[config.mk]
export PLATFORM = sky130hd
export DESIGN_NAME = d_sram_axi_bridge
export DESIGN_NICKNAME = d
export VERILOG_FILES = /design/src/rtl/axi_pkg.sv /design/src/rtl/sram_wstrb_gen.sv /design/src/rtl/d_sram_axi_bridge.sv
export SDC_FILE = /design/constraint.sdc
export NUM_CORES = 1
export LEC_CHECK = 0
export ABC_CLOCK_PERIOD_IN_PS = 1800
export BUFFER_PORTS_ARGS = -buffer_cell sky130_fd_sc_hd__buf_2
export CORE_AREA = 2 2 120 122
export DETAILED_ROUTE_END_ITERATION = 8
export DIE_AREA = 0 0 122 124
export PLACE_DENSITY = 0.67
export SKIP_LAST_GASP = 1
export SLEW_MARGIN = 20
export SYNTH_ARGS = -nofsm -noshare
export SYNTH_HDL_FRONTEND = slang
export SYNTH_SLANG_ARGS = --single-unit
[constraint.sdc]
create_clock -name clk -period 1.8 [get_ports clk]
set_input_delay 0.18 -clock clk [delete_from_list [all_inputs] [get_ports clk]]
set_output_delay 0.18 -clock clk [all_outputs]
set_load 0.02 [all_outputs]
[src/rtl/axi_pkg.sv]
// Shared AXI constants and bridge FSM encoding for the SRAM-to-AXI bridges.
package axi_pkg;

  localparam logic [1:0] BURST_INCR = 2'b01;

  localparam logic [1:0] SIZE_BYTE = 2'd0;
  localparam logic [1:0] SIZE_HALF = 2'd1;
  localparam logic [1:0] SIZE_WORD = 2'd2;

  localparam logic [1:0] RESP_OKAY   = 2'b00;
  localparam logic [1:0] RESP_EXOKAY = 2'b01;
  localparam logic [1:0] RESP_SLVERR = 2'b10;
  localparam logic [1:0] RESP_DECERR = 2'b11;

  typedef logic [2:0] bridge_state_t;
  localparam bridge_state_t ST_IDLE  = 3'd0;
  localparam bridge_state_t ST_RADDR = 3'd1;
  localparam bridge_state_t ST_RDATA = 3'd2;
  localparam bridge_state_t ST_WREQ  = 3'd3;
  localparam bridge_state_t ST_WRESP = 3'd4;

  localparam int DATA_AXI_ID = 1;

endpackage

[src/rtl/sram_wstrb_gen.sv]
// Byte-lane strobe from SRAM-style size and low address bits.
module sram_wstrb_gen
  import axi_pkg::*;
(
  input  logic [1:0] size,
  input  logic [1:0] addr_lo,
  output logic [3:0] wstrb
);

  always_comb begin
    wstrb = 4'b1111;
    case (size)
      SIZE_BYTE: wstrb = 4'b0001 << addr_lo;
      SIZE_HALF: wstrb = addr_lo[1] ? 4'b1100 : 4'b0011;
      default:   wstrb = 4'b1111;  // word, and size 3 treated as word
    endcase
  end

endmodule

[src/rtl/d_sram_axi_bridge.sv]
// Data-cache SRAM-like port to single-beat AXI3 master, one transaction at a time.
module d_sram_axi_bridge
  import axi_pkg::*;
#(
  parameter int ID_W   = 4,
  parameter int AXI_ID = DATA_AXI_ID
) (
  input  logic            clk,
  input  logic            resetn,
  input  logic            data_req,
  input  logic            data_wr,
  input  logic [1:0]      data_size,
  input  logic [31:0]     data_addr,
  input  logic [31:0]     data_wdata,
  output logic [31:0]     data_rdata,
  output logic            data_addr_ok,
  output logic            data_data_ok,
  output logic [ID_W-1:0] arid,
  output logic [31:0]     araddr,
  output logic [3:0]      arlen,
  output logic [2:0]      arsize,
  output logic [1:0]      arburst,
  output logic [1:0]      arlock,
  output logic [3:0]      arcache,
  output logic [2:0]      arprot,
  output logic            arvalid,
  input  logic            arready,
  input  logic [ID_W-1:0] rid,
  input  logic [31:0]     rdata,
  input  logic [1:0]      rresp,
  input  logic            rlast,
  input  logic            rvalid,
  output logic            rready,
  output logic [ID_W-1:0] awid,
  output logic [31:0]     awaddr,
  output logic [3:0]      awlen,
  output logic [2:0]      awsize,
  output logic [1:0]      awburst,
  output logic [1:0]      awlock,
  output logic [3:0]      awcache,
  output logic [2:0]      awprot,
  output logic            awvalid,
  input  logic            awready,
  output logic [ID_W-1:0] wid,
  output logic [31:0]     wdata,
  output logic [3:0]      wstrb,
  output logic            wlast,
  output logic            wvalid,
  input  logic            wready,
  input  logic [ID_W-1:0] bid,
  input  logic [1:0]      bresp,
  input  logic            bvalid,
  output logic            bready,
  output bridge_state_t   dbg_state
);

  // Handshake rule on every channel: a transfer happens on a rising edge where
  // valid & ready are both high; a raised valid and its payload stay unchanged
  // until that edge, and ready never depends on anything but the current state.

  bridge_state_t state;
  logic          lat_wr;
  logic [1:0]    lat_size;
  logic [31:0]   lat_addr;
  logic [31:0]   lat_wdata;
  logic          aw_done;
  logic          w_done;
  logic          aw_fin;
  logic          w_fin;

  // Responses and IDs are deliberately ignored: errors still complete the request.
  logic unused_resp;
  assign unused_resp = ^{rid, rresp, rlast, bid, bresp};

  assign aw_fin = aw_done | awready;
  assign w_fin  = w_done  | wready;

  always_ff @(posedge clk) begin
    if (!resetn) begin
      state     <= ST_IDLE;
      lat_wr    <= 1'b0;
      lat_size  <= 2'd0;
      lat_addr  <= 32'd0;
      lat_wdata <= 32'd0;
      aw_done   <= 1'b0;
      w_done    <= 1'b0;
    end else begin
      case (state)
        ST_IDLE: begin
          if (data_req) begin
            lat_wr    <= data_wr;
            lat_size  <= data_size;
            lat_addr  <= data_addr;
            lat_wdata <= data_wdata;
            state     <= data_wr ? ST_WREQ : ST_RADDR;
          end
        end
        ST_RADDR: if (arready) state <= ST_RDATA;
        ST_RDATA: if (rvalid) state <= ST_IDLE;
        ST_WREQ: begin
          if (aw_fin && w_fin) begin
            aw_done <= 1'b0;
            w_done  <= 1'b0;
            state   <= ST_WRESP;
          end else begin
            aw_done <= aw_fin;
            w_done  <= w_fin;
          end
        end
        ST_WRESP: if (bvalid) state <= ST_IDLE;
        default:  state <= ST_IDLE;
      endcase
    end
  end

  assign dbg_state    = state;
  assign data_addr_ok = (state == ST_IDLE) && data_req;
  assign data_data_ok = ((state == ST_RDATA) && rvalid) || ((state == ST_WRESP) && bvalid);
  assign data_rdata   = rdata;

  assign arid    = ID_W'(AXI_ID);
  assign araddr  = lat_addr;
  assign arlen   = 4'd0;
  assign arsize  = {1'b0, lat_size};
  assign arburst = BURST_INCR;
  assign arlock  = 2'd0;
  assign arcache = 4'd0;
  assign arprot  = 3'd0;
  assign arvalid = (state == ST_RADDR);
  assign rready  = (state == ST_RDATA);

  assign awid    = ID_W'(AXI_ID);
  assign awaddr  = lat_addr;
  assign awlen   = 4'd0;
  assign awsize  = {1'b0, lat_size};
  assign awburst = BURST_INCR;
  assign awlock  = 2'd0;
  assign awcache = 4'd0;
  assign awprot  = 3'd0;
  assign awvalid = (state == ST_WREQ) && !aw_done;

  assign wid    = ID_W'(AXI_ID);
  assign wdata  = lat_wdata;
  assign wlast  = 1'b1;
  assign wvalid = (state == ST_WREQ) && !w_done && lat_wr;
  assign bready = (state == ST_WRESP);

  sram_wstrb_gen u_wstrb (
    .size    (lat_size),
    .addr_lo (lat_addr[1:0]),
    .wstrb   (wstrb)
  );

endmodule

Word level (Yosys, flattened, before mapping)

Cells that the tools add are included.

Logic and storage cells: 45
Memory bits (writable): 0
Flip-flop bits (word level): 72
Bits of input ports: 120
Bits in latches: 0
Output and inout port bits: 191
Memories: 0
Bits in read-only memories: 0

Add/sub/neg operators: 0
Magnitude comparators: 0
Multipliers: 0
Muxes and demuxes: 11
Equal/unequal tests: 10
Reductions and logical operators: 14
Shifts and indexed selects: 1
Bitwise gates (word level): 2
Div/mod/pow operators: 0

Operators by type and width:

| kind                                                                  | number |
|---|---|
| 3-bit two-way mux                                                     | 5 |
| 3-bit one-hot mux with 5 select lines                                 | 1 |
| 2-bit != test, second input constant                                  | 4 |
| 4-bit one-hot mux with 2 select lines                                 | 1 |
| 1-bit logical AND                                                     | 7 |
| 3-bit by 2-bit equality test with 1-bit output, second input constant | 2 |
| 5-bit AND reduction                                                   | 1 |
| 4-bit two-way mux                                                     | 1 |
| 1-bit by 2-bit << shifter with 4-bit output, first input constant     | 1 |
| 3-bit by 1-bit equality test with 1-bit output, second input constant | 1 |
| 3-bit equality test, second input constant                            | 1 |
| 3-bit zero test                                                       | 1 |
| 2-bit by 1-bit equality test with 1-bit output, second input constant | 1 |
| 1-bit zero test                                                       | 2 |
| 2-bit zero test                                                       | 1 |
| 1-bit two-way mux                                                     | 2 |
| 2-bit two-way mux                                                     | 1 |
| 2-bit by 1-bit != test with 1-bit output, second input constant       | 1 |
| 1-bit bitwise OR                                                      | 2 |
| 2-bit AND reduction                                                   | 1 |
| 1-bit logical OR                                                      | 1 |

Logic depth before layout (Yosys ltp)

Gate-level depths: netlist of run 1.

Word-level depth: 4
Depth in mapped cells: 7
Mapped depth without buffers: 5

Cells and area by module

A second synthesis of run 1 with hierarchy kept.

Cells, all modules: 453
Area total of the unflattened synthesis: 3713.6 um^2

Modules (own cells, without submodules):

| module            | cells each | instances | area each (um^2) | sequential area each (um^2) |
|---|---|---|---|---|
| d_sram_axi_bridge | 446        | 1         | 3669.8           | 1441.4 |
| sram_wstrb_gen    | 7          | 1         | 43.8             | 0.0 |

Least setup slack after synthesis of run 1

No wires, ideal clock.

Path kind: reg2out
Start point: register state[2], in the netlist dbg_state[2]
End point: output data_data_ok
Setup slack: 113 ps
Path buffers: 0
Data arrival time: 1507 ps
Cell stages (with the launch flop): 3
Data required time: 1620 ps
Cells stage by stage: dfxtp_1 -> nor3b_1 -> a22o_1

Cells in the longest elaborated chain, start to end: 3
Elaborated cells on any way between the ends: 5
Classes of those cells: eq/ne (2); reduce/logical (3)

RTL lines:

| what                   | line                     | source |
|---|---|---|
| start, declared        | d_sram_axi_bridge.sv:61  | `bridge_state_t state;` |
| start signal, assigned | d_sram_axi_bridge.sv:95  | `state <= data_wr ? ST_WREQ : ST_RADDR;` |
| 3-bit equality test    | n/a                      |  |
| named net bready       | d_sram_axi_bridge.sv:53  | `output logic bready,` |
| 1-bit logical AND      | d_sram_axi_bridge.sv:118 | `assign data_data_ok = ((state == ST_RDATA) && rvalid) \|\| ((state == ST_WRESP) && bvalid);` |
| 1-bit logical OR       | d_sram_axi_bridge.sv:118 |  |
| end, declared          | d_sram_axi_bridge.sv:17  | `output logic data_data_ok,` |

The timed path passes the listed nets, and every way through them passes these cells.

Worst setup path after layout of run 1

Start point: register state[2], in the netlist dbg_state[2]
End point: output data_addr_ok

Cells in the longest elaborated chain, start to end: 2

RTL lines:

| what              | line                     | source |
|---|---|---|
| 3-bit zero test   | d_sram_axi_bridge.sv:117 | `assign data_addr_ok = (state == ST_IDLE) && data_req;` |
| 1-bit logical AND | d_sram_axi_bridge.sv:117 |  |
| end, declared     | d_sram_axi_bridge.sv:16  | `output logic data_addr_ok,` |

No other way between the ends.

==> out/metrics.csv, run 1 <==
metric;value;unit
drive_gt1_share;38.9;%
setup_viol;0;
vdd.ir_drop.worst;620;uV
maxCapViolCount;0;
path_class;register to output pin;
hold_viol;0;
p_leak;2.25;nW
pwr-share-seq;34.4;%
cts_sinks;72;
slew_violations;0;
drtPass1Iterations;4;
hp-class;primary input to register;
synth_edf_count;0;
clkPwrFrac;35.1;%
area_delta_synth_final;22.1;%
seq_area_frac_synth;38.8;%
antenna_found_initial;0;
nets;689;
synth-main-ff-cell;dfxtp_1;
wl_per_cell;11.9;um
wl;8970;um
overflow;0;
ys_types;29;
clockBufferDepth;2;
diodes;0;
cp_max_fo;10;
cts.clk_slew.worst_paths;0.06;ns
pwr-share-comb;30.5;%
outcome;completed;
worstPathRequired;1.62;ns
start_util;27.1;%
viasPerCell;4.01;
routed.top_layer;met4;
via_count;3026;
routed-wl-met3;753;um
period_needed;1.68;ns
dpl.hpwl;6490;um
rsz0062_at_grt;no;
period_share;93.2;%
async_reset_ff_share;0;%
p_sw;1.95;mW
syn_avg_cell_area;8.21;um^2
grt_pass1_wl;13100;um
insertion_delay;0.33;ns
h-tree-depth;3;
swShare;34.2;%
die_y;124;um
nFillCells;1477;
place_congestion;0.721;
synth-seq-cells;72;
max_freq;0.596;GHz
cp_slowest_cell;dfxtp_1;
wl_met1;3300;um
rows;43;
power;5.69;mW
top_level_ports;311;
yosysWarningCount;0;
grt_pass1_vias;2533;
drtAntennaViolNets;0;
r2r_slack;0.43;ns
power.internal;3.74;mW
worst_clock_skew;0.00670;ns
cts_buffers;9;
coreArea;13700;um^2
remaining_drc_errors;0;
cp.arrival;1.50;ns
die_area;15100;um^2
grt_max_degree;68;
endpoint_kind;output pin;
dr_wl_met2;4620;um
drtIter0Drc;74;
cpPeakStageDelay;0.39;ns
crit_chain;nor2_4 -> nand3b_4 -> inv_6 -> buf_4 -> buf_2;
powerDensity;1250;nW/um^2
startpoint_type;register;
netlist_instances;453;
synth_area;3720;um^2
multi_input_area;1470;um^2
regArea;1440;um^2
tritoncts;yes;
fin_tns_setup;0;ns
track_usage;11.6;%
cts-root-buf;clkbuf_16;
die_x;122;um
io_buffers;188;
timing repair:
item	4_1_cts	5_1_grt
setup buffers	0	2
hold buffers	0	0
pin swaps	0	1
gates resized for setup	2	4
endpoints found under the setup margin	2	3
sequential cells by signal, indices dropped and copies added, names as in the netlist:
| register | flops |
|---|---|
| lat_wr | 1 |
| lat_size | 2 |
| wdata | 32 |
| aw_done | 1 |
| w_done | 1 |
| araddr | 32 |
| dbg_state | 3 |
power by group through the flow:
stage          sequential, mW  combinational [mW]  clock [mW]
6_report                 1.96                1.74        2.00
5_1_grt                  1.99                1.92        2.14
4_1_cts                  1.96                1.75        2.08
3_5_place_dp             1.99                1.74           0
3_3_place_gp             1.98                1.73           0
2_1_floorplan            2.22                1.21           0
synth_stat cells, types with 2 or more instances:
cell type,n,area [um^2]
buf_6,3,33.8
mux2i_1,2,20.0
nand2_1,138,518
o21bai_1,4,30.0
buf_2,7,35.0
dfxtp_1,72,1440
a21boi_0,65,488
and2_2,2,15.0
nor3b_1,2,15.0
clkbuf_1,8,30.0
o21ai_0,6,30.0
nor2_1,9,33.8
a21boi_1,2,15.0
buf_4,115,863
a21oi_1,3,15.0
conb_1,2,7.51
path summary, 6_finish.rpt:
check                       to  cells past startpoint           start
setup reg to reg  dbg_state[1]                      4    dbg_state[2]
setup / recovery  data_addr_ok                      5    dbg_state[2]
hold / removal       wdata[24]                      3  data_wdata[24]
hold reg to reg      wdata[15]                      2       wdata[15]
cells by family after synthesis:
group	after synthesis	share of synthesized area, %
AOI/OAI and AO/OA	84	16.7
muxes	2	0.538
DFF	72	38.8
and+or+nand+nor	157	17.4
buffers and inverters	136	26.4
other	2	0.202
metrics by stage:
stage | hold WS, ns | utilization, % | instance area [um^2] | cells | setup WS [ns]
finish | 0.0809 | 33.1 | 4540 | 754 | 0.122
detailed placement | 0.360 | 30.4 | 4170 | 736 | 0.297
global placement | 0.360 | 30.4 | 4170 | 736 | 0.328
CTS | 0.0628 | 32.9 | 4510 | 752 | 0.0240
floorplan | 0.315 | - | 3880 | 496 | 0.113
global route | 0.0734 | 33.1 | 4540 | 754 | 0.00923
cell usage in the layout (no fill, tap or decap), types with 4 or more instances in the layout:
master	count
buf_2	188
nand2_1	138
dfxtp_1	70
a21boi_0	65
conb_1	45
nor2_1	9
clkbuf_16	9
o21ai_0	6
o21bai_1	4
buf_12	4
buf_4	4
routing by layer:
layer | global-route usage, % | vias up
li1 | - | 1520
met1 | 11.6 | 1352
met2 | 20.5 | 131
met3 | 4.67 | 23
met4 | 6.47 | 0
met5 | 0 | -
cell type report:
class | instances | area share (%)
Clock buffer | 12 | 5.87
Clock inverter | 4 | 1.65
Inverter | 2 | 0.276
Multi-Input combinational cell | 288 | 32.3
Sequential cell | 72 | 31.8
Tap cell | 180 | 4.96
Timing Repair Buffer | 196 | 23.2
critical path: cells and delay by family (launching register included):
family,cells,cell delay (ns)
buf+inv,3,0.47
flops,1,0.39
simple gates,2,0.31
No activity file was read; power rests on OpenSTA's default activity.
==> run 2: changes to the inputs <==
--- a/config.mk
+++ b/config.mk
@@ -10,7 +10,7 @@
 export CORE_AREA = 2 2 120 122
 export DETAILED_ROUTE_END_ITERATION = 8
 export DIE_AREA = 0 0 122 124
-export PLACE_DENSITY = 0.67
+export PLACE_DENSITY = 0.69
 export SKIP_LAST_GASP = 1
 export SLEW_MARGIN = 20
 export SYNTH_ARGS = -nofsm -noshare
==> out/metrics.csv, run 2 (synthesis results as in run 1) <==
metric;value;unit
outcome;completed;
cp_max_fo;6;
routed-wl-met3;668;um
top_level_ports;311;
area_delta_synth_final;20.8;%
place_area;4140;um^2
hold_buffers;0;
endpoint_kind;output pin;
r2r-start;dbg_state[2];
die_area;15100;um^2
viasPerCell;4.03;
vdd.ir_drop.worst;459;uV
drtPass1Iterations;4;
hp-class;primary input to register;
setup_viol;0;
remaining_drc_errors;0;
hold_start;data_wdata[15];
cp.arrival;1.52;ns
cts-root-buf;clkbuf_16;
dr_wl_met2;4240;um
drive_gt1_share;38.7;%
routed.top_layer;met4;
grt_pass1_vias;2707;
rsz0062_at_grt;no;
tightest_slew;0.506;ns
dpl.hpwl;6310;um
design_area;4490;um^2
path_class;register to output pin;
rows;43;
worstPathRequired;1.62;ns
powerDensity;1240;nW/um^2
period_needed;1.70;ns
p_leak;2.23;nW
nFillCells;1486;
grt_max_degree;68;
period_share;94.2;%
place_congestion;0.748;
hold_viol;0;
fin_tns_setup;0;ns
track_usage;11.1;%
insertion_delay;0.33;ns
cts.clk_slew.worst_paths;0.06;ns
regArea;1440;um^2
die_x;122;um
tritoncts;yes;
drtIter0Drc;73;
diodes;0;
grt_pass1_wl;12800;um
worst_clock_skew;0.00520;ns
via_count;3034;
layout_common_cells;buf_2 (188), nand2_1 (137), dfxtp_1 (70);
start_util;27.1;%
wl;8580;um
max_freq;0.590;GHz
clockBufferDepth;2;
crit_start;dbg_state[2];
coreArea;13700;um^2
h-tree-depth;3;
multi_input_area;1470;um^2
wl_met1;3320;um
cts_buffers;9;
drtAntennaViolNets;0;
antenna_found_initial;0;
overflow;0;
cts_sinks;72;
nets;688;
slew_violations;0;
io_buffers;188;
wl_per_cell;11.4;um
mostFrequentLayoutCell;buf_2;
die_y;124;um
relSlewSlack;66.3;%
startpoint_type;register;
maxCapViolCount;0;
-- run 2: final timing paths --
path                  endpoint  slack (ns)  cells past startpoint
setup reg to reg  dbg_state[1]        0.29                      5
hold reg to reg      wdata[24]        0.45                      2
hold / removal       wdata[15]        0.09                      3
setup / recovery  data_data_ok        0.10                      3
-- run 2: final cells by class --
cell class                 instances  share of cell area, %
multi-input combinational        288                   32.7
sequential                        72                   32.1
inverter                           2                  0.334
timing repair buffer             195                   22.7
clock buffer                      11                   5.40
tap                              180                   5.01
clock inverter                     5                   1.78
-- run 2: through the flow --
stage	worst slack, ns	power, mW	utilization [%]	hold slack, ns	cells
floorplan	0.113	3.43	-	0.315	496
global placement	0.265	3.67	30.2	0.360	736
detailed placement	0.212	3.69	30.2	0.360	736
CTS	-0.0318	5.67	32.6	0.0671	752
global route	0.0112	5.94	32.7	0.0796	753
finish	0.104	5.57	32.7	0.0867	753
-- run 2: power by group --
group | total, mW | internal, mW | switching, mW
Clock | 1.92 | 1.25 | 0.671
Sequential | 1.96 | 1.81 | 0.151
Combinational | 1.69 | 0.587 | 1.11
Total | 5.57 | 3.64 | 1.93
-- run 2: layer usage --
metal | vias up | GRT usage, %
li1 | 1511 | -
met1 | 1358 | 11.5
met2 | 132 | 19.2
met3 | 33 | 3.66
met4 | 0 | 7.18
met5 | - | 0
-- run 2: what timing repair did --
| item | CTS | global route |
|---|---|---|
| buffers inserted | 0 | 1 |
| pin swaps | 0 | 1 |
| resized for setup | 2 | 6 |
| endpoints found under the setup margin | 2 | 4 |
-- run 2: critical path, stage by stage (launching register included) --
cell	delay, ns
dfxtp_1	0.49
nor3b_1	0.35
a22o_1	0.18
buf_2	0.16
